===== src/rtl/bus_pack_datapath_pkg.sv =====
// Shared definitions for bus_pack_datapath: element size encoding and the
// width-derivation helpers used to size the packer select/size ports.
package bus_pack_datapath_pkg;

  typedef enum logic [2:0] {
    SIZE_1  = 3'd0,
    SIZE_2  = 3'd1,
    SIZE_4  = 3'd2,
    SIZE_8  = 3'd3,
    SIZE_16 = 3'd4,
    SIZE_32 = 3'd5
  } size_e;

  function automatic int clog2_min1(input int v);
    int r;
    r = $clog2(v);
    return (r < 1) ? 1 : r;
  endfunction

  // Byte-offset select width for an in_w-bit source word.
  function automatic int sel_width(input int in_w);
    return clog2_min1(in_w / 8);
  endfunction

  function automatic int size_width(input int sel_w);
    return clog2_min1(sel_w);
  endfunction

  // Size code that denotes the whole source word.
  function automatic int full_size(input int in_w);
    return $clog2(in_w / 8);
  endfunction

endpackage


===== src/rtl/bus_pack_replicate.sv =====
// Combinational packer: byte-shifts the source word, keeps an element of
// 2^size bytes and replicates it across the output bus.
module bus_pack_replicate
  import bus_pack_datapath_pkg::*;
#(
  parameter int in_width_p  = 64,
  parameter int out_width_p = 64,
  parameter int sel_w       = sel_width(64),
  parameter int size_w      = size_width(sel_width(64))
) (
  input  logic [in_width_p-1:0]  data_i,
  input  logic [sel_w-1:0]       sel_i,
  input  logic [size_w-1:0]      size_i,
  output logic [out_width_p-1:0] data_o
);

  localparam int full_lp = full_size(in_width_p);

  logic [in_width_p-1:0]  shifted_s;
  logic [out_width_p-1:0] rep_s [full_lp+1];
  int                     size_idx_s;

  assign shifted_s = data_i >> {sel_i, 3'b000};

  for (genvar s = 0; s <= full_lp; s++) begin : g_size
    localparam int eb_lp = 8 << s;
    for (genvar k = 0; k < out_width_p / eb_lp; k++) begin : g_rep
      assign rep_s[s][k*eb_lp +: eb_lp] = shifted_s[eb_lp-1:0];
    end
  end

  // Oversized size codes fall through to the full-word replication.
  always_comb begin
    size_idx_s = 32'(size_i);
    data_o     = rep_s[full_lp];
    for (int s = 0; s <= full_lp; s++) begin
      if (size_idx_s == s) begin
        data_o = rep_s[s];
      end else begin
        data_o = data_o;
      end
    end
  end

endmodule


===== src/rtl/bus_pack_datapath.sv =====
// Loader datapath: bus packer, clear/up command counter and enabled capture
// register. Optional simulation checks are enabled by BUS_PACK_DATAPATH_ASSERT_EN.
module bus_pack_datapath
  import bus_pack_datapath_pkg::*;
#(
  parameter int in_width_p      = 64,
  parameter int out_width_p     = 64,
  parameter int max_val_p       = (1 << 24) - 1,
  parameter int init_val_p      = 0,
  parameter int reg_width_p     = 64,
  parameter logic [reg_width_p-1:0] reg_reset_val_p = '0,
  localparam int sel_w  = sel_width(in_width_p),
  localparam int size_w = size_width(sel_w),
  localparam int cnt_w  = clog2_min1(max_val_p + 1)
) (
  input  logic                   clk_i,
  input  logic                   reset_i,
  input  logic [in_width_p-1:0]  pack_data_i,
  input  logic [sel_w-1:0]       pack_sel_i,
  input  logic [size_w-1:0]      pack_size_i,
  output logic [out_width_p-1:0] pack_data_o,
  input  logic                   cnt_clear_i,
  input  logic                   cnt_up_i,
  output logic [cnt_w-1:0]       cnt_o,
  input  logic                   reg_en_i,
  input  logic [reg_width_p-1:0] reg_data_i,
  output logic [reg_width_p-1:0] reg_data_o
);

  logic [cnt_w-1:0]       cnt_q, cnt_d;
  logic [reg_width_p-1:0] reg_q, reg_d;

  bus_pack_replicate #(
    .in_width_p (in_width_p),
    .out_width_p(out_width_p),
    .sel_w      (sel_w),
    .size_w     (size_w)
  ) u_pack (
    .data_i(pack_data_i),
    .sel_i (pack_sel_i),
    .size_i(pack_size_i),
    .data_o(pack_data_o)
  );

  // Counter next state; increments past max wrap modulo 2^cnt_w.
  always_comb begin
    cnt_d = (cnt_clear_i ? {cnt_w{1'b0}} : cnt_q) + cnt_w'(cnt_up_i);
  end

  // Register next state.
  always_comb begin
    if (reg_en_i) begin
      reg_d = reg_data_i;
    end else begin
      reg_d = reg_q;
    end
  end

  // State update; reset dominates clear, up and enable.
  always_ff @(posedge clk_i) begin
    if (reset_i) begin
      cnt_q <= cnt_w'(init_val_p);
      reg_q <= reg_reset_val_p;
    end else begin
      cnt_q <= cnt_d;
      reg_q <= reg_d;
    end
  end

  assign cnt_o      = cnt_q;
  assign reg_data_o = reg_q;

`ifdef BUS_PACK_DATAPATH_ASSERT_EN
  if (out_width_p % in_width_p != 0) begin : g_bad_out_width
    $error("out_width_p (%0d) is not a multiple of in_width_p (%0d)", out_width_p, in_width_p);
  end
  if ((in_width_p & (in_width_p - 1)) != 0) begin : g_bad_in_width
    $error("in_width_p (%0d) is not a power of two", in_width_p);
  end

  // Usage checks, silent while reset is held.
  always @(posedge clk_i) begin
    if (!reset_i) begin
      if (cnt_up_i && !cnt_clear_i && (cnt_q == cnt_w'(max_val_p))) begin
        $error("counter incremented at max_val_p");
      end
      if ((32'(pack_sel_i) & ((32'd1 << pack_size_i) - 32'd1)) != 32'd0) begin
        $error("pack_sel_i %0d misaligned for size code %0d", pack_sel_i, pack_size_i);
      end
    end
  end
`endif

endmodule


===== config.mk =====
export PLATFORM = sky130hd
export DESIGN_NAME = bus_pack_datapath
export DESIGN_NICKNAME = d
export VERILOG_FILES = /design/src/rtl/bus_pack_datapath_pkg.sv /design/src/rtl/bus_pack_replicate.sv /design/src/rtl/bus_pack_datapath.sv
export SDC_FILE = /design/constraint.sdc
export NUM_CORES = 1
export LEC_CHECK = 0
export BUFFER_PORTS_ARGS = -buffer_cell sky130_fd_sc_hd__buf_2
export CORE_MARGIN = 2
export CORE_UTILIZATION = 48
export DETAILED_ROUTE_END_ITERATION = 12
export GPL_TIMING_DRIVEN = 0
export PLACE_DENSITY = 0.8
export RECOVER_POWER = 25
export SLEW_MARGIN = 20
export SYNTH_ARGS = -nofsm -noshare
export SYNTH_HDL_FRONTEND = slang
export SYNTH_SLANG_ARGS = --single-unit

===== constraint.sdc =====
create_clock -name clk_i -period 3 [get_ports clk_i]
set_input_delay 0.15 -clock clk_i [delete_from_list [all_inputs] [get_ports clk_i]]
set_output_delay 0.15 -clock clk_i [all_outputs]
set_load 0.01 [all_outputs]

==> impl_metrics.py, run 1 <==
metrics = {
    "cts": {
        "clkSinkCount": 88,
        "insertion_delay_ns": 0.34,
        "ctsResizeCount": 0,
        "holdBufCountCts": 0,
        "htree_levels": 3,
        "postCtsSetupRepairBufs": 0,
        "clk_transition_reported_paths_ns": 0.07,
        "cts_tree": "yes",
        "clock-root-buffer": "clkbuf_16",
        "cts_buffers": 9,
        "clock_path_buffers": 2,
    },
    "critical_path": {
        "rr_endpoint": "cnt_o[22]",
        "crit_fanout": 10,
        "crit_family": "buffers and inverters",
        "crit_buf_inv": 6,
        "r2r-start": "cnt_o[0]",
        "r2r_slack_ns": 0.57,
        "cpMostUsedCell": "buf_2",
        "crit_chain": "buf_2 > buf_2 > buf_2 > buf_2 > clkbuf_1 > o21ai_0 > o22ai_1 > buf_2",
        "endpoint_kind": "primary output",
        "rr_worst_depth": 8,
        "cp.required_ns": 2.85,
        "arrival_ns": 2.49,
        "worst_setup_path_start_kind": "primary input",
        "slowest_stage": "clkbuf_1",
        "cp_slowest_stage_delay_ns": 0.52,
        "critical_path_class": "primary input to primary output",
    },
    "logic_synthesis": {
        "synth_common_cells": "110 x mux2i_1, 88 x dfxtp_1, 87 x nor2_1, 49 x nand2_1, 42 x mux2_2",
        "synth.top_cell.area_share": 0.2834,
        "synth.most_common_cell": "mux2i_1",
        "synth_edf_count": 0,
        "synth-main-ff-cell": "dfxtp_1",
        "synth_cell_types": 48,
        "seq_area_frac_synth": 0.2834,
        "synth_area_leaders": "dfxtp_1 28%, mux2i_1 18%, mux4_2 11%",
        "synth.ff_latch_count": 88,
        "synth_area_um2": 6216,
        "synth_cells": 687,
        "synth_top_area_cell": "dfxtp_1",
        "synth_warnings": 0,
        "synth_fp_nets": 827,
        "async_reset_ff_frac": 0,
        "synth.avg_cell_area_um2": 9.048,
    },
    "route": {
        "first_pass_iters": 5,
        "routed_wl_um": 23300,
        "drc": 0,
        "ant_nets": 0,
        "vias": 6921,
        "drt-initial-drc-count": 788,
        "wl_per_cell_um": 20.07,
        "via_per_inst": 5.961,
    },
    "run_status": {
        "status": "finished, final reports clean",
    },
    "floorplanning": {
        "start_util": 0.4926,
        "core-area_um2": 12620,
        "die-area_um2": 13880,
        "ios": 290,
        "dieHeight_um": 117.8,
        "rows": 41,
        "die_w_um": 117.8,
    },
    "run": {
        "maxCapViolCount": 0,
    },
    "sta": {
        "finalSetupViolations": 0,
        "period_needed_ns": 2.644,
        "setup_slack_ns": 0.3563,
        "grt_setup_unrepaired": "false",
        "whs_ns": 0.04379,
        "finalHoldViolations": 0,
        "worst_pin_slew_ns": 1.039,
        "finClkSkew_ns": 0.008060,
        "fin_setup_tns_ns": 0,
        "fin_crit_sh": 0.8812,
        "max_clock_freq_mhz": 378.3,
        "slew_violations": 0,
        "max_slew_margin": 0.3048,
    },
    "finish": {
        "nFillCells": 1169,
        "drive_above_1_share": 0.3462,
        "area_growth_pct": 30.48,
        "final_nets": 1123,
        "seqCellArea_um2": 1762,
        "fin_cells": 1161,
        "multiInputGateArea_um2": 4158,
    },
    "power": {
        "seqPwrFrac": 0.360,
        "leakage_nw": 3.614,
        "combPwrFrac": 0.295,
        "p_sw_w": 0.001072,
        "power.internal_w": 0.002401,
        "p_per_area_nw_per_um2": 428.3,
        "swShare": 0.3087,
        "pwr-share-clk": 0.345,
        "ir_worst_vdd_mv": 0.4199,
    },
    "min_path": {
        "holdPathEnd": "reg_data_o[7]",
        "hold_class": "primary input to flop",
        "hp-start": "reg_data_i[7]",
        "min_path_cells": 3,
    },
    "global_routing": {
        "grt_max_degree": 16,
        "grtUsageTotal": 0.3248,
        "globalRoute.totalOverflow": 0,
        "grt_pass1_wl_um": 35910,
        "antenna_found_initial": 4,
        "grt_pass1_vias": 6834,
    },
    "place": {
        "place_hpwl_um": 17700,
        "gp_congestion": 0.9898,
        "dp_cells": 1144,
        "port_buffers": 285,
        "preCtsSetupSlack_ns": 0.3463,
    },
}
-- worst register-to-register path, stage by stage (launching register included) --
cell	delay, ns
dfxtp_1	0.34
nor2b_1	0.14
ha_1	0.21
ha_1	0.22
nand4_1	0.25
or2_2	0.35
clkbuf_1	0.17
or4_1	0.53
a21oi_1	0.15
-- layout make-up --
class                   instances  share of cell area
plain buffers                  59             0.03255
inverters                       9            0.004165
well taps                     172             0.02653
multi-input cells             531              0.5127
diodes                          1           0.0003085
repair buffers                285              0.1672
clock inverters                 6             0.01111
clock buffers                  10             0.02823
flip-flops and latches         88              0.2172
-- routing by layer --
metal  track usage  part of all wire  wire (um)
met1        0.3671              0.35       8251
met2        0.5596              0.48      11270
met3       0.09254              0.12       2793
met4        0.1604             0.041        958
met5             0            0.0010         24
-- worst max-delay path by stage --
stage	start	to	cells after the start
2_1_floorplan	cnt_o[0]	cnt_o[22]	8
3_3_place_gp	cnt_clear_i	cnt_o[20]	10
3_5_place_dp	cnt_clear_i	cnt_o[20]	10
4_1_cts	pack_sel_i[0]	pack_data_o[39]	8
5_1_grt	pack_sel_i[0]	pack_data_o[35]	8
6_report	pack_sel_i[0]	pack_data_o[39]	8
-- power by group through the flow --
stage	clock, W	sequential [W]	combinational, W
floorplan	0	0.00130	0.000571
global placement	0	0.00127	0.00100
CTS	0.00121	0.00125	0.00102
detailed placement	0	0.00127	0.00101
finish	0.00120	0.00125	0.00103
global route	0.00126	0.00125	0.00109
-- state kept, by name, indices dropped and copies added, names as in the netlist --
register    count
reg_data_o     64
cnt_o          24
-- cells by family (layout without fill, tap and decap cells) --
logic type | count (synthesis) | count (layout) | share of synthesized area
simple gates | 207 | 207 | 0.1556
mux | 181 | 181 | 0.3583
compound gates | 130 | 130 | 0.1355
flops | 88 | 88 | 0.2834
buf+inv | 68 | 369 | 0.04770
xor+xnor | 11 | 11 | 0.01550
fa+ha+maj | 2 | 2 | 0.004025
other cells | 0 | 1 | 0
-- layout by cell type (no fill, tap or decap), drive strengths merged, types with 6 or more instances in the layout --
| master | synthesis | layout |
|---|---|---|
| a21oi | 25 | 25 |
| o31ai | 7 | 7 |
| and2 | 6 | 6 |
| mux2i | 110 | 110 |
| or4 | 9 | 9 |
| xnor2 | 8 | 8 |
| o221ai | 7 | 7 |
| a2bb2oi | 6 | 6 |
| nor2b | 13 | 13 |
| a31oi | 10 | 10 |
| nand2b | 10 | 10 |
| nor3 | 7 | 7 |
| nor2 | 87 | 87 |
| nand3 | 6 | 6 |
| inv | 9 | 11 |
| o211ai | 6 | 6 |
| o21ai | 37 | 37 |
| mux2 | 42 | 42 |
| o22ai | 8 | 8 |
| o2bb2ai | 8 | 8 |
| mux4 | 29 | 29 |
| nand2 | 49 | 49 |
| clkbuf | 35 | 102 |
| buf | 24 | 252 |
| dfxtp | 88 | 88 |
| a22oi | 6 | 6 |
-- stage by stage --
stage / total power [W] / area [um2] / utilization
5_1_grt: 0.003607 / 8110 / 0.6427
3_5_place_dp: 0.002286 / 7858 / 0.6226
3_3_place_gp: 0.002274 / 7858 / 0.6226
2_1_floorplan: 0.001868 / 6216 / -
4_1_cts: 0.003477 / 8177 / 0.6479
6_report: 0.003473 / 8110 / 0.6427
No activity file was read; power rests on OpenSTA's default activity.
==> run 2: changes to the inputs <==
CORE_ASPECT_RATIO = 0.6   (was default)
==> impl_metrics.py, run 2 (same netlist as run 1, synthesis figures left out) <==
metrics = {
    "critical_path": {
        "crit_family": "buffers and inverters",
        "cp_slowest_stage_delay_ns": 0.66,
        "critical_path_class": "primary input to primary output",
        "crit_buf_inv": 4,
        "r2r-start": "cnt_o[0]",
        "cpMostUsedCell": "clkbuf_1",
        "cp.required_ns": 2.85,
        "arrival_ns": 2.63,
        "worst_setup_path_start_kind": "primary input",
        "crit_chain": "clkbuf_1 > clkbuf_1 > nor2b_1 > clkbuf_1 > o21ai_0 > a31oi_1 > buf_2",
        "crit_path_start": "pack_sel_i[2]",
        "endpoint_kind": "primary output",
        "crit_fanout": 10,
        "slowest_stage": "nor2b_1",
    },
    "global_routing": {
        "use_met2": 0.4602,
        "grtUsageTotal": 0.3358,
        "grt_pass1_wl_um": 35460,
        "met3_usage": 0.1254,
        "grt_pass1_vias": 6461,
        "grt.busiest_layer": "met1",
        "use_met1": 0.4906,
        "grt_max_degree": 16,
        "globalRoute.totalOverflow": 0,
        "antenna_found_initial": 0,
    },
    "finish": {
        "final_nets": 1123,
        "drive_above_1_share": 0.3462,
        "final_common_cell": "buf_2",
        "final_cell_mix": "238 x buf_2, 110 x mux2i_1, 91 x clkbuf_1, 88 x dfxtp_1, 87 x nor2_1",
        "antenna_cells": 0,
        "final_util": 0.6384,
        "largest_reg_flops": 64,
        "area_growth_pct": 30.76,
    },
    "route": {
        "vias": 6924,
        "drc": 0,
        "first_pass_iters": 6,
        "ant_nets": 0,
        "drt-initial-drc-count": 605,
        "via_per_inst": 5.979,
        "wl_per_cell_um": 20.76,
        "routed_wl_um": 24040,
    },
    "floorplanning": {
        "ios": 290,
        "dieHeight_um": 92.15,
        "die_w_um": 150.9,
        "core-area_um2": 12730,
        "start_util": 0.4882,
        "rows": 32,
        "die-area_um2": 13910,
    },
    "sta": {
        "worst_pin_slew_ns": 1.115,
        "slew_violations": 0,
        "fin_crit_sh": 0.9266,
        "whs_ns": 0.04328,
        "period_needed_ns": 2.780,
        "fin_setup_tns_ns": 0,
        "grt_setup_unrepaired": "false",
        "finalHoldViolations": 0,
        "max_slew_margin": 0.2539,
        "finClkSkew_ns": 0.003912,
        "max_clock_freq_mhz": 359.7,
        "setup_slack_ns": 0.2203,
        "finalSetupViolations": 0,
    },
    "cts": {
        "insertion_delay_ns": 0.34,
        "clock_path_buffers": 2,
        "clkSinkCount": 88,
        "holdBufCountCts": 0,
        "cts_buffers": 9,
        "cts_tree": "yes",
        "ctsResizeCount": 0,
        "postCtsSetupRepairBufs": 0,
        "clock-root-buffer": "clkbuf_16",
        "htree_levels": 3,
        "clk_transition_reported_paths_ns": 0.06,
    },
    "min_path": {
        "hold_class": "primary input to flop",
        "hp-start": "reg_data_i[19]",
    },
    "place": {
        "place_hpwl_um": 18540,
        "gp_congestion": 1.056,
        "preCtsSetupSlack_ns": 0.3484,
        "port_buffers": 285,
    },
    "power": {
        "leakage_nw": 3.627,
        "p_per_area_nw_per_um2": 440.2,
        "p_total_w": 0.003578,
        "ir_worst_vdd_mv": 0.3078,
    },
    "run_status": {
        "status": "finished, final reports clean",
    },
    "run": {
        "maxCapViolCount": 0,
    },
}
-- run 2: cell types whose count changed in the layout (fill, tap and decap cells not counted), sizes merged --
cell | before | now
buf | 252 | 253
bufinv | 2 | 3
clkbuf | 102 | 100
clkinv | 1 | 3
clkinvlp | 1 | 0
diode | 1 | 0
inv | 11 | 10
-- run 2: per-layer routing --
layer,part of all wire,wire length (um),vias to the layer above
met4,0.025,607,0
met2,0.41,9809,524
met5,0,0,-
li1,-,-,3131
met3,0.13,3235,66
met1,0.43,10390,3203
-- run 2: power by group --
| group | switching (W) | internal, W |
|---|---|---|
| clock network | 0.000467 | 0.000815 |
| logic | 0.000599 | 0.000446 |
| registers | 0.0000289 | 0.00122 |
| total | 0.00110 | 0.00248 |
-- run 2: area by class of cell --
type | instances | area (um2)
repair buffers | 285 | 1356
well taps | 170 | 212.7
flip-flops and latches | 88 | 1762
clock buffers | 9 | 225.2
clock inverters | 7 | 117.6
multi-input cells | 531 | 4158
plain buffers | 59 | 262.8
fillers | 1116 | 4604
inverters | 9 | 33.78
-- run 2: worst paths after layout --
path / to / slack (ns) / cells past startpoint
max: pack_data_o[59] / 0.22 / 7
min: reg_data_o[19] / 0.04 / 3
max reg2reg: cnt_o[22] / 0.53 / 8
min reg2reg: reg_data_o[10] / 0.49 / 2
-- run 2: stage by stage --
| stage | instance area [um2] | instances |
|---|---|---|
| 2_1_floorplan | 6216 | 687 |
| 3_3_place_gp | 7855 | 1142 |
| 3_5_place_dp | 7855 | 1142 |
| 4_1_cts | 8198 | 1158 |
| 5_1_grt | 8128 | 1158 |
| 6_report | 8128 | 1158 |
-- run 2: worst reg2reg max path, stage by stage, from the launching register on --
cell      delay, ns
dfxtp_1        0.34
nor2b_1        0.15
ha_1           0.22
ha_1           0.23
nand4_1        0.24
or2_2          0.35
clkbuf_1       0.19
or4_1          0.53
a21oi_1        0.15
==> run 3: changes to the inputs <==
ABC_AREA = 1   (was default)
CORE_MARGIN = 3   (was 2)
PLACE_DENSITY = 0.81   (was 0.8)
==> impl_metrics.py, run 3 <==
metrics = {
    "finish": {
        "drive_above_1_share": 0.2293,
        "multiInputGateArea_um2": 3841,
        "antenna_cells": 0,
        "largest_reg_flops": 64,
        "fin_area_um2": 8028,
        "area_growth_pct": 30.17,
        "seqCellArea_um2": 1762,
        "final_cell_mix": "319 x nand2_1, 262 x buf_2, 186 x nor2_1, 163 x nand3_1, 99 x o21ai_0",
        "nFillCells": 1246,
        "final_util": 0.6529,
        "final_common_cell": "nand2_1",
        "final_nets": 1509,
    },
    "cts": {
        "postCtsSetupRepairBufs": 0,
        "ctsResizeCount": 0,
        "holdBufCountCts": 0,
        "clock-root-buffer": "clkbuf_16",
        "insertion_delay_ns": 0.33,
        "htree_levels": 3,
        "clk_transition_reported_paths_ns": 0.06,
        "clkSinkCount": 88,
        "cts_buffers": 9,
        "clock_path_buffers": 2,
        "cts_tree": "yes",
    },
    "route": {
        "wl_met2_um": 10790,
        "first_pass_iters": 8,
        "top_layer": "met5",
        "wl_per_cell_um": 17.17,
        "via_per_inst": 5.578,
        "dr_wl_met3_um": 3711,
        "ant_nets": 0,
        "drt-initial-drc-count": 905,
        "drc": 0,
        "routed_wl_um": 26430,
        "m1WireLength_um": 11580,
        "vias": 8585,
    },
    "sta": {
        "finalHoldViolations": 0,
        "grt_setup_unrepaired": "false",
        "setup_slack_ns": 0.9904,
        "slew_violations": 0,
        "finalSetupViolations": 0,
        "period_needed_ns": 2.010,
        "max_clock_freq_mhz": 497.6,
        "worst_pin_slew_ns": 0.8193,
        "fin_crit_sh": 0.6699,
        "fin_setup_tns_ns": 0,
        "finClkSkew_ns": 0.005182,
        "max_slew_margin": 0.4518,
        "whs_ns": 0.03048,
    },
    "floorplanning": {
        "rows": 31,
        "core-area_um2": 12300,
        "die_w_um": 152.3,
        "start_util": 0.5016,
        "ios": 290,
        "die-area_um2": 14290,
        "dieHeight_um": 93.80,
    },
    "place": {
        "port_buffers": 285,
        "preCtsSetupSlack_ns": 1.070,
        "gp_congestion": 1.019,
        "place_hpwl_um": 21380,
        "place_area_um2": 7800,
    },
    "critical_path": {
        "rr_endpoint": "cnt_o[13]",
        "crit_buf_inv": 4,
        "rr_worst_depth": 9,
        "cp.required_ns": 2.85,
        "worst_setup_path_start_kind": "primary input",
        "cp_slowest_stage_delay_ns": 0.62,
        "arrival_ns": 1.86,
        "endpoint_kind": "primary output",
        "critical_path_class": "primary input to primary output",
        "crit_fanout": 9,
        "crit_family": "simple AND/OR/NAND/NOR gates",
        "slowest_stage": "nor2_1",
        "r2r-start": "cnt_o[0]",
        "crit_chain": "buf_2 > inv_1 > nor2_1 > nor2_1 > inv_1 > nand3_1 > o211ai_1 > buf_2",
        "r2r_slack_ns": 1.09,
    },
    "min_path": {
        "hp-start": "reg_data_i[39]",
        "hold_class": "primary input to flop",
        "holdPathEnd": "reg_data_o[39]",
        "min_path_cells": 3,
    },
    "global_routing": {
        "grtUsageTotal": 0.3475,
        "grt_pass1_wl_um": 39720,
        "grt_max_degree": 15,
        "globalRoute.totalOverflow": 0,
        "antenna_found_initial": 1,
        "grt_pass1_vias": 7559,
    },
    "logic_synthesis": {
        "async_reset_ff_frac": 0,
        "synth.top_cell.area_share": 0.2857,
        "synth_top_area_cell": "dfxtp_1",
        "synth_cell_types": 33,
        "synth_common_cells": "319 x nand2_1, 186 x nor2_1, 163 x nand3_1, 99 x o21ai_0, 88 x dfxtp_1",
        "synth_warnings": 0,
        "synth.avg_cell_area_um2": 5.748,
        "synth-main-ff-cell": "dfxtp_1",
        "synth_area_leaders": "dfxtp_1 29%, nand2_1 19%, nand3_1 13%",
        "seq_area_frac_synth": 0.2857,
        "synth_fp_nets": 1213,
        "synth_edf_count": 0,
        "synth_area_um2": 6167,
        "synth_cells": 1073,
        "synth.ff_latch_count": 88,
        "synth.most_common_cell": "nand2_1",
    },
    "run_status": {
        "status": "finished, final reports clean",
    },
    "power": {
        "swShare": 0.3397,
        "ir_worst_vdd_mv": 0.3207,
        "power.internal_w": 0.002188,
        "pwr-share-clk": 0.324,
        "p_per_area_nw_per_um2": 412.8,
        "combPwrFrac": 0.296,
        "leakage_nw": 4.100,
        "seqPwrFrac": 0.380,
        "p_sw_w": 0.001126,
    },
    "run": {
        "maxCapViolCount": 0,
    },
}
[run 3: changes by cell type after synthesis, sizes merged, moves of 13 or more]
cell / delta
nand2: +275
nand3: +162
mux2i: -110
nor2: +108
o21ai: +70
inv: +45
mux2: -42
mux4: -29
buf: +18
nor2b: -13
[run 3: per-layer routing]
| metal | vias up | track usage |
|---|---|---|
| li1 | 4093 | - |
| met1 | 3897 | 0.5096 |
| met2 | 562 | 0.5044 |
| met3 | 31 | 0.1081 |
| met4 | 2 | 0.05909 |
| met5 | - | 0 |
[run 3: layout make-up]
| cell class | instances | share of cell area |
|---|---|---|
| sequential | 88 | 0.2195 |
| multi-input combinational | 863 | 0.4785 |
| clock buffer | 13 | 0.03242 |
| tap | 165 | 0.02572 |
| buffer | 67 | 0.04395 |
| inverter | 55 | 0.02634 |
| clock inverter | 3 | 0.003117 |
| timing repair buffer | 285 | 0.1705 |
[run 3: worst register-to-register path, stage by stage, from the launching register on]
cell,delay (ns)
dfxtp_1,0.32
inv_1,0.04
nor2_1,0.09
ha_1,0.20
nand2_1,0.10
nor3_4,0.36
nand2_1,0.27
nor2_1,0.22
or2_1,0.13
a21oi_1,0.05
[run 3: power groups by stage]
stage                     logic (W)  clock network [W]  registers (W)
final                      0.000982            0.00107        0.00126
after global placement     0.000961                  0        0.00128
after global routing        0.00107            0.00113        0.00127
after CTS                  0.000972            0.00107        0.00126
after detailed placement   0.000968                  0        0.00128
after floorplan            0.000513                  0        0.00131
[run 3: metrics by stage]
step	instances	power (W)
2_1_floorplan	1073	0.001823
3_3_place_gp	1523	0.002241
3_5_place_dp	1523	0.002248
4_1_cts	1539	0.003301
5_1_grt	1539	0.003458
6_report	1539	0.003314
[run 3: worst max-delay path by stage]
stage	from	to	slack, ns	cells past startpoint
2_1_floorplan	cnt_o[0]	cnt_o[17]	1.46	10
3_5_place_dp	pack_size_i[0]	pack_data_o[42]	1.07	8
6_report	pack_size_i[0]	pack_data_o[42]	0.99	8
4_1_cts	pack_size_i[0]	pack_data_o[42]	1.06	8
5_1_grt	pack_size_i[0]	pack_data_o[46]	0.90	8
3_3_place_gp	pack_size_i[0]	pack_data_o[46]	1.09	8
[run 3: logic make-up (layout without fill, tap and decap cells)]
| logic type | count (synthesis) | count (layout) | share of synthesized area |
|---|---|---|---|
| buffers and inverters | 122 | 423 | 0.09150 |
| xor gates and xnor gates | 1 | 1 | 0.001420 |
| adders and majority gates | 2 | 2 | 0.004057 |
| DFF | 88 | 88 | 0.2857 |
| AOI/OAI and AO/OA | 147 | 147 | 0.1274 |
| and+or+nand+nor | 713 | 713 | 0.4900 |
